==> src/rtl/spi_pkg.sv <==
// Shared SPI definitions: mode encoding, master states and CPOL/CPHA decoding.
package spi_pkg;

   typedef enum logic [1:0] {MODE0, MODE1, MODE2, MODE3} spi_mode_e;

   typedef enum logic {ST_IDLE, ST_SHIFT} spi_state_e;

   localparam int EDGES_PER_BYTE = 16;

   function automatic logic cpol(input spi_mode_e mode);
      return mode[1];
   endfunction

   function automatic logic cpha(input spi_mode_e mode);
      return mode[0];
   endfunction

endpackage

==> src/rtl/spi_master_if.sv <==
// Host-side byte handshake plus SPI pins of the single-byte master.
interface spi_master_if;
   logic [7:0] tx_byte;
   logic       tx_dv;
   logic       tx_ready;
   logic       rx_dv;
   logic [7:0] rx_byte;
   logic       spi_clk;
   logic       spi_miso;
   logic       spi_mosi;

   modport master (
      input  tx_byte, tx_dv, spi_miso,
      output tx_ready, rx_dv, rx_byte, spi_clk, spi_mosi
   );

   modport slave (
      output tx_byte, tx_dv, spi_miso,
      input  tx_ready, rx_dv, rx_byte, spi_clk, spi_mosi
   );
endinterface

==> src/rtl/spi_sclk_gen.sv <==
// SCLK generator: 16 edges per byte, one-cycle strobes marking leading/trailing edges.
module spi_sclk_gen
   import spi_pkg::*;
#(
   parameter int SPI_MODE          = 0,
   parameter int CLKS_PER_HALF_BIT = 2
) (
   input  logic clk,
   input  logic rst_n,
   input  logic start,
   output logic sclk,
   output logic lead,
   output logic trail,
   output logic busy
);

   localparam int            CW        = $clog2(2 * CLKS_PER_HALF_BIT);
   localparam logic [CW-1:0] HALF_LAST = CW'(CLKS_PER_HALF_BIT - 1);
   localparam logic [CW-1:0] FULL_LAST = CW'(2 * CLKS_PER_HALF_BIT - 1);
   localparam logic          CPOL      = cpol(spi_mode_e'(SPI_MODE));

   logic [CW-1:0] cnt;
   logic [4:0]    edges;

   assign busy = (edges != 5'd0);

   always_ff @(posedge clk or negedge rst_n) begin
      if (!rst_n) begin
         cnt   <= '0;
         edges <= '0;
         sclk  <= CPOL;
         lead  <= 1'b0;
         trail <= 1'b0;
      end else begin
         lead  <= 1'b0;
         trail <= 1'b0;
         if (start) begin
            cnt   <= '0;
            edges <= 5'(EDGES_PER_BYTE);
         end else if (busy) begin
            // Full bit period: leading edge mid-count, trailing edge at wrap.
            if (cnt == FULL_LAST) begin
               cnt   <= '0;
               edges <= edges - 5'd1;
               trail <= 1'b1;
               sclk  <= ~sclk;
            end else if (cnt == HALF_LAST) begin
               cnt   <= cnt + 1'b1;
               edges <= edges - 5'd1;
               lead  <= 1'b1;
               sclk  <= ~sclk;
            end else begin
               cnt <= cnt + 1'b1;
            end
         end
      end
   end

endmodule

==> src/rtl/spi_master.sv <==
// Single-byte full-duplex SPI master; MSB first, no chip select.
module spi_master
   import spi_pkg::*;
#(
   parameter int SPI_MODE          = 0,
   parameter int CLKS_PER_HALF_BIT = 2
) (
   input logic          clk,
   input logic          rst_n,
   spi_master_if.master bus
);

   localparam logic CPHA = cpha(spi_mode_e'(SPI_MODE));

   spi_state_e state;
   logic       accept, lead, trail, busy, sclk;
   logic       drive_stb, sample_stb;
   logic [7:0] tx_sr, rx_sr;
   logic [3:0] tx_left, rx_left;

   assign accept     = (state == ST_IDLE) && bus.tx_ready && bus.tx_dv;
   assign drive_stb  = CPHA ? lead  : trail;
   assign sample_stb = CPHA ? trail : lead;
   assign bus.spi_clk = sclk;

   spi_sclk_gen #(
      .SPI_MODE          (SPI_MODE),
      .CLKS_PER_HALF_BIT (CLKS_PER_HALF_BIT)
   ) u_sclk (
      .clk   (clk),
      .rst_n (rst_n),
      .start (accept),
      .sclk  (sclk),
      .lead  (lead),
      .trail (trail),
      .busy  (busy)
   );

   always_ff @(posedge clk or negedge rst_n) begin
      if (!rst_n) begin
         state        <= ST_IDLE;
         bus.tx_ready <= 1'b0;
         bus.rx_dv    <= 1'b0;
         bus.rx_byte  <= 8'h00;
         bus.spi_mosi <= 1'b0;
         tx_sr        <= 8'h00;
         rx_sr        <= 8'h00;
         tx_left      <= 4'd0;
         rx_left      <= 4'd0;
      end else begin
         bus.rx_dv <= 1'b0;
         case (state)
            ST_IDLE: begin
               bus.tx_ready <= 1'b1;
               if (accept) begin
                  state        <= ST_SHIFT;
                  bus.tx_ready <= 1'b0;
                  rx_left      <= 4'd8;
                  // CPHA=0 must present bit 7 before the first leading edge.
                  if (CPHA) begin
                     tx_sr   <= bus.tx_byte;
                     tx_left <= 4'd8;
                  end else begin
                     bus.spi_mosi <= bus.tx_byte[7];
                     tx_sr        <= {bus.tx_byte[6:0], 1'b0};
                     tx_left      <= 4'd7;
                  end
               end
            end
            ST_SHIFT: begin
               if (drive_stb && tx_left != 4'd0) begin
                  bus.spi_mosi <= tx_sr[7];
                  tx_sr        <= {tx_sr[6:0], 1'b0};
                  tx_left      <= tx_left - 4'd1;
               end
               if (sample_stb && rx_left != 4'd0) begin
                  rx_sr   <= {rx_sr[6:0], bus.spi_miso};
                  rx_left <= rx_left - 4'd1;
                  if (rx_left == 4'd1) begin
                     bus.rx_dv   <= 1'b1;
                     bus.rx_byte <= {rx_sr[6:0], bus.spi_miso};
                  end
               end
               if (!busy) begin
                  state        <= ST_IDLE;
                  bus.tx_ready <= 1'b1;
               end
            end
            default: state <= ST_IDLE;
         endcase
      end
   end

endmodule

==> src/flat_wrapper.sv <==
// flat-port wrapper written by rule: the top's interface ports become plain ports
module spi_master_flat import spi_pkg::*;
#(
   parameter int SPI_MODE          = 0,
   parameter int CLKS_PER_HALF_BIT = 2
)
  (clk, rst_n, bus_tx_byte, bus_tx_dv, bus_spi_miso, bus_tx_ready, bus_rx_dv, bus_rx_byte, bus_spi_clk, bus_spi_mosi);
  spi_master_if bus_i ();
  input logic clk;
  input logic rst_n;
  input wire logic [$bits(bus_i.tx_byte)-1:0] bus_tx_byte;
  input wire logic [$bits(bus_i.tx_dv)-1:0] bus_tx_dv;
  input wire logic [$bits(bus_i.spi_miso)-1:0] bus_spi_miso;
  output wire logic [$bits(bus_i.tx_ready)-1:0] bus_tx_ready;
  output wire logic [$bits(bus_i.rx_dv)-1:0] bus_rx_dv;
  output wire logic [$bits(bus_i.rx_byte)-1:0] bus_rx_byte;
  output wire logic [$bits(bus_i.spi_clk)-1:0] bus_spi_clk;
  output wire logic [$bits(bus_i.spi_mosi)-1:0] bus_spi_mosi;
  assign bus_i.tx_byte = bus_tx_byte;
  assign bus_i.tx_dv = bus_tx_dv;
  assign bus_i.spi_miso = bus_spi_miso;
  assign bus_tx_ready = bus_i.tx_ready;
  assign bus_rx_dv = bus_i.rx_dv;
  assign bus_rx_byte = bus_i.rx_byte;
  assign bus_spi_clk = bus_i.spi_clk;
  assign bus_spi_mosi = bus_i.spi_mosi;
  spi_master #(.SPI_MODE(SPI_MODE), .CLKS_PER_HALF_BIT(CLKS_PER_HALF_BIT)) u_core (.clk(clk), .rst_n(rst_n), .bus(bus_i));
endmodule
==> config.mk <==
export PLATFORM = sky130hd
export DESIGN_NAME = spi_master_flat
export DESIGN_NICKNAME = d
export VERILOG_FILES = /design/src/rtl/spi_pkg.sv /design/src/rtl/spi_master_if.sv /design/src/rtl/spi_sclk_gen.sv /design/src/rtl/spi_master.sv /design/src/flat_wrapper.sv
export SDC_FILE = /design/constraint.sdc
export NUM_CORES = 1
export LEC_CHECK = 0
export CAP_MARGIN = 20
export CORE_AREA = 4 4 67 69
export DETAILED_ROUTE_END_ITERATION = 12
export DIE_AREA = 0 0 71 73
export PLACE_DENSITY = 0.8
export SYNTH_ARGS = -nofsm -noshare
export SYNTH_HDL_FRONTEND = slang
export SYNTH_SLANG_ARGS = --single-unit
==> constraint.sdc <==
create_clock -name clk -period 2.2 [get_ports clk]
set_clock_uncertainty 0.1 [all_clocks]
set_input_delay 0.44 -clock clk [delete_from_list [all_inputs] [get_ports clk]]
set_output_delay 0.44 -clock clk [all_outputs]
set_load 0.05 [all_outputs]
==> results of run 1 <==
-- power groups by stage --
stage	logic, mW	clock network, mW	registers [mW]
floorplan	0.0159	0	0.872
global placement	0.0943	0	0.846
detailed placement	0.0974	0	0.847
CTS	0.0978	0.641	0.831
global route	0.102	0.678	0.832
finish	0.0953	0.625	0.831
-- state kept, by name, summed over array words and instances, names as in the netlist --
register             cells
u_core.state             1
u_core.u_sclk.trail      1
u_core.bus.spi_mosi      1
u_core.bus.tx_ready      1
u_core.u_sclk.lead       1
u_core.rx_left           4
u_core.tx_sr             7
u_core.u_sclk.sclk       1
u_core.tx_left           4
u_core.bus.rx_byte       8
u_core.u_sclk.cnt        2
u_core.u_sclk.edges      5
u_core.rx_sr             7
u_core.bus.rx_dv         1
-- through the flow --
stage	worst slack, ns	area [µm²]
final	0.1350	2492
after global routing	0.09508	2492
after CTS	0.1194	2492
after detailed placement	0.1962	2377
after global placement	0.2719	2377
after floorplan	0.3853	2072
-- logic make-up after synthesis --
| kind of cell | share of synthesized area (%) |
|---|---|
| XOR/XNOR | 0.4228 |
| buffers and inverters | 3.140 |
| flip-flops | 53.14 |
| multiplexers | 18.06 |
| adder cells (fa/ha/maj) | 4.831 |
| AO/OA/AOI/OAI | 7.126 |
| AND/OR/NAND/NOR | 13.28 |
-- metal layers --
layer / global-route usage [%] / part of all wire [%]
met1: 19.45 / 43
met2: 29.25 / 52
met3: 4.683 / 4.4
met4: 5.637 / 1.0
met5: 0 / 0
-- cell type report --
cell class,count,area [µm²]
Clock inverter,3,46.29
Sequential cell,44,1101
Inverter,10,37.54
Clock buffer,5,68.82
Tap cell,50,62.56
Timing Repair Buffer,29,270.3
Multi-Input combinational cell,106,905.9
Fill cell,312,1421
-- worst max path at each step --
stage,to,depth (start not counted)
floorplan,u_core.bus.rx_byte[0],5
global placement,u_core.rx_left[0],4
detailed placement,u_core.rx_left[0],4
CTS,bus_tx_ready,1
global route,bus_tx_ready,1
finish,bus_tx_ready,1
-- synthesized netlist by cell type, types with 3 or more instances --
master    count  area share (%)
o21ai_0       5             1.2
dfrtp_1      44              53
mux2_2       23              13
or4_1         3             1.1
ha_1          8             4.8
nor3_1        3            0.72
or3_1         5             1.5
inv_1        10             1.8
mux2_4        7             5.1
nor2_1        4            0.72
a21oi_1       7             1.7
nand2_1       8             1.4
nand3_1       5             1.2
clkbuf_1      3            0.54
==> flow_summary_export.csv, run 1 <==
group,metric,value,unit
logic_synthesis,synth_edf_count,0,
drt,detail_route.first_pass.iterations,4,
cells_and_area,final_cell_mix,"dfrtp_1, mux2_2, clkdlybuf4s50_1, inv_1",
timing,setup_tns,0,ns
clock_tree,ctsLongestPathBuffers,2,
setup_path,endpoint_kind,"primary output",
run_status,status,"complete, no violations",
logic_synthesis,synth_warnings,0,
clock_tree,h-tree-depth,2,
timing,tightest_slew,0.6594,ns
run,maxCapViolCount,0,
global_routing,grt_use_total,16.58,%
setup_path,worstPathCellList,"clkdlybuf4s50_1",
drt,first_iter_violations,72,
power_and_ir_drop,power.total,1.551,mW
timing,max-slew-margin-rel,55.42,%
global_routing,grt_max_degree,45,
place,numPortBuffers,23,
power_and_ir_drop,pwr-share-seq,53.5,%
cells_and_area,area_delta_synth_final,20.29,%
drt,drtAntennaViolNets,0,
drt,vias,1339,
power_and_ir_drop,power_density,622.5,nW/µm²
timing,fmax,0.4843,GHz
die,fp.dieH,73,µm
setup_path,r2r_end,"u_core.u_sclk.sclk",
logic_synthesis,ys_ff_latch,44,
cells_and_area,instances_no_fill,247,
setup_path,arrival,1.53,ns
logic_synthesis,synth_nets,185,
timing,finalCritPeriodShare,93.87,%
clock_tree,clk_pin_slew,0.09,ns
power_and_ir_drop,switchingPower,0.3444,mW
cells_and_area,final_common_cell,"dfrtp_1",
cells_and_area,final_core_util,63.68,%
drt,wl_per_cell,15.44,µm
setup_path,cp_max_fo,4,
cells_and_area,final_nets,216,
power_and_ir_drop,combPwrFrac,6.1,%
power_and_ir_drop,p_clk_share,40.3,%
die,placementRows,23,
setup_path,criticalPathCategory,"flip-flop to primary output",
logic_synthesis,avgSynthCellArea,12.56,µm²
setup_path,path_delay_family,"buffers and inverters",
drt,routed_via_density,5.421,
power_and_ir_drop,leakagePower,1.142,nW
power_and_ir_drop,ir_worst_vdd,0.4324,mV
power_and_ir_drop,internal_power,1.207,mW
timing,setup_viol,0,
setup_path,crit_start,"u_core.bus.tx_ready",
clock_tree,cts_setup_buffers,0,
power_and_ir_drop,switching_share,22.20,%
global_routing,grt_pass1_vias,1495,
place,dp_hpwl,2785,µm
worst_hold_path,hp-class,"input pin to async pin",
logic_synthesis,yosysSeqAreaShare,53.14,%
logic_synthesis,synth_cell_types,40,
setup_path,start_kind,"flip-flop",
logic_synthesis,synthFlopType,"dfrtp_1",
clock_tree,cts_sinks,44,
logic_synthesis,synthCells,165,
setup_path,slowest_delay,0.83,ns
clock_tree,worstSkewPairLatency,0.30,ns
place,place.gp.congestion,0.7929,
timing,hold_ws,0.1108,ns
drt,drc_errors,0,
place,dp.cells,239,
die,initial_core_util,52.94,%
global_routing,antenna_found_initial,0,
setup_path,crit_buf_inv,1,
cells_and_area,num_antenna_cells,0,
setup_path,cp_slowest_cell,"clkdlybuf4s50_1",
setup_path,r2r_cells,6,
timing,drv_slew,0,
global_routing,overflow,0,
clock_tree,ctsRootBufferMaster,"clkbuf_8",
logic_synthesis,async_flop_share,100.0,%
setup_path,regToRegSetupSlack,0.30,ns
timing,fin_crit,2.065,ns
setup_path,r2r-start,"u_core.u_sclk.edges[0]",
setup_path,cp_data_required_time,1.66,ns
die,core-area,3914,µm²
die,num_io_pins,24,
timing,final_hold_viol_count,0,
global_routing,grt_pass1_wl,6727,µm
logic_synthesis,synth_area,2072,µm²
clock_tree,cts_tree,"built",
clock_tree,cts_buffers,5,
die,dieArea,5183,µm²
cells_and_area,drive_gt1_share,26.90,%
timing,rsz0062_at_grt,"false",
drt,finalWirelength,3813,µm
clock_tree,cts.repair.resized,0,
die,die_x,71,µm
clock_tree,ctsHoldBuffers,0,
Power figures use the tool's default switching activity.
==> inputs of run 2 (changes only) <==
--- a/config.mk
+++ b/config.mk
@@ -6,10 +6,10 @@
 export NUM_CORES = 1
 export LEC_CHECK = 0
 export CAP_MARGIN = 20
-export CORE_AREA = 4 4 67 69
+export CORE_AREA = 4 4 70 72
 export DETAILED_ROUTE_END_ITERATION = 12
-export DIE_AREA = 0 0 71 73
-export PLACE_DENSITY = 0.8
+export DIE_AREA = 0 0 74 76
+export PLACE_DENSITY = 0.77
 export SYNTH_ARGS = -nofsm -noshare
 export SYNTH_HDL_FRONTEND = slang
 export SYNTH_SLANG_ARGS = --single-unit
==> constraint.sdc (replaced) <==
create_clock -name clk -period 1.8 [get_ports clk]
set_clock_uncertainty 0.1 [all_clocks]
set_input_delay 0.36 -clock clk [delete_from_list [all_inputs] [get_ports clk]]
set_output_delay 0.36 -clock clk [all_outputs]
set_load 0.05 [all_outputs]
==> flow_summary_export.csv, run 2 (synthesis results as in run 1) <==
group,metric,value,unit
timing,setup_ws,0.03165,ns
place,dp_hpwl,2931,µm
setup_path,arrival,1.85,ns
die,fp.dieH,76,µm
timing,drv_slew,0,
place,numPortBuffers,23,
global_routing,grt_use_total,16.24,%
drt,detail_route.first_pass.iterations,4,
setup_path,start_kind,"flip-flop",
timing,final_hold_viol_count,0,
cells_and_area,final_core_util,60.20,%
run,maxCapViolCount,0,
setup_path,endpoint_kind,"flip-flop",
clock_tree,h-tree-depth,2,
cells_and_area,final_cell_mix,"dfrtp_1, buf_4, mux2_2, clkdlybuf4s50_1",
setup_path,regToRegSetupSlack,0.03,ns
place,dp.cells,246,
cells_and_area,largest-register,"u_core.bus.rx_byte",
drt,route.met3.wl,182,µm
run_status,status,"complete, no violations",
drt,wl_met2,2346,µm
cells_and_area,final_nets,226,
cells_and_area,fin_area,2585,µm²
die,die_x,74,µm
timing,setup_viol,0,
place,place_area,2400,µm²
drt,drc_errors,0,
power_and_ir_drop,ir_worst_vdd,0.4778,mV
clock_tree,worstSkewPairLatency,0.30,ns
global_routing,grt_max_degree,45,
clock_tree,ctsRootBufferMaster,"clkbuf_8",
timing,tightest_slew,0.5309,ns
setup_path,cp_max_fo,5,
clock_tree,cts_buffers,5,
place,place.gp.congestion,0.7700,
drt,drtAntennaViolNets,0,
cells_and_area,drive_gt1_share,38.35,%
die,placementRows,24,
global_routing,grt_pass1_vias,1542,
timing,fin_crit,1.768,ns
setup_path,cp_data_required_time,1.89,ns
die,dieArea,5624,µm²
die,core-area,4294,µm²
timing,fmax,0.5655,GHz
clock_tree,ctsLongestPathBuffers,2,
worst_hold_path,hold_depth,1,
drt,wl_met1,1706,µm
timing,finalCritPeriodShare,98.24,%
clock_tree,cts_tree,"built",
cells_and_area,top_regs,"u_core.bus.rx_byte: 8 flops, u_core.rx_sr: 7 flops, u_core.tx_sr: 7 flops",
drt,routed_via_density,5.550,
power_and_ir_drop,leakagePower,1.215,nW
power_and_ir_drop,power_density,663.2,nW/µm²
place,pre_cts_ws,-0.2470,ns
cells_and_area,instances_no_fill,258,
drt,vias,1432,
drt,first_iter_violations,64,
clock_tree,clk_pin_slew,0.08,ns
global_routing,overflow,0,
cells_and_area,largest_reg_flops,8,
clock_tree,cts_sinks,44,
cells_and_area,final_common_cell,"dfrtp_1",
cells_and_area,area_delta_synth_final,24.76,%
drt,finalWirelength,4272,µm
global_routing,antenna_found_initial,0,
global_routing,grt_pass1_wl,7093,µm
drt,top_layer_used,"met4",
die,initial_core_util,48.25,%
worst_hold_path,hp-class,"flip-flop to flip-flop",
drt,wl_per_cell,16.56,µm
cells_and_area,num_antenna_cells,0,
timing,rsz0062_at_grt,"true",
timing,max-slew-margin-rel,64.48,%
setup_path,criticalPathCategory,"flip-flop to flip-flop",
setup_path,r2r_cells,5,
power_and_ir_drop,power.total,1.714,mW
die,num_io_pins,24,
## run 2: changes by cell type in the layout (fill, tap and decap cells not counted), moves of 2 or more
cell	previous run	this run
buf_4	6	24
clkdlybuf4s50_1	22	10
inv_1	10	8
inv_2	0	2
## run 2: critical path, cell delays in order (launching register included)
cell	delay, ns
dfrtp_1	0.42
inv_2	0.11
ha_4	0.13
or3b_4	0.39
and2_4	0.21
mux2_4	0.30
## run 2: final cells by class
type	instances	area [µm²]
Tap cell	52	65.06
Clock inverter	1	5.005
Multi-Input combinational cell	107	977.2
Timing Repair Buffer	38	326.6
Clock buffer	6	72.57
Fill cell	344	1709
Inverter	10	37.54
Sequential cell	44	1101
## run 2: final timing paths
check                              startpoint               endpoint
setup reg to reg            u_core.rx_left[1]        u_core.rx_sr[2]
min in group asynchronous               rst_n  u_core.bus.rx_byte[7]
hold / removal             u_core.u_sclk.sclk     u_core.u_sclk.sclk
setup / recovery            u_core.rx_left[1]        u_core.rx_sr[2]
hold reg to reg            u_core.u_sclk.sclk     u_core.u_sclk.sclk
max in group asynchronous               rst_n      u_core.tx_left[1]
## run 2: what timing repair did
action	4_1_cts	5_1_grt
hold buffers	1	0
gates cloned	1	1
endpoints found under the setup margin	22	32
resized for setup	6	9
endpoints found under the hold margin	44	0
setup buffers	1	1
## run 2: per-layer routing
layer  track usage [%]  vias up
met5                 0        -
met1             19.00      733
met3             5.541        6
met4             4.529        0
li1                  -      666
met2             27.75       27
## run 2: power breakdown
group / internal (mW) / total [mW] / switching, mW
Sequential: 1.00 / 1.02 / 0.0108
Combinational: 0.0540 / 0.118 / 0.0638
Clock: 0.264 / 0.581 / 0.317
## run 2: through the flow
stage / hold slack (ns) / TNS (ns)
finish: 0.3734 / 0
global route: 0.3898 / -0.03868
CTS: 0.3816 / 0
detailed placement: 0.2576 / -1.972
global placement: 0.2521 / -0.07120
floorplan: -0.03559 / 0
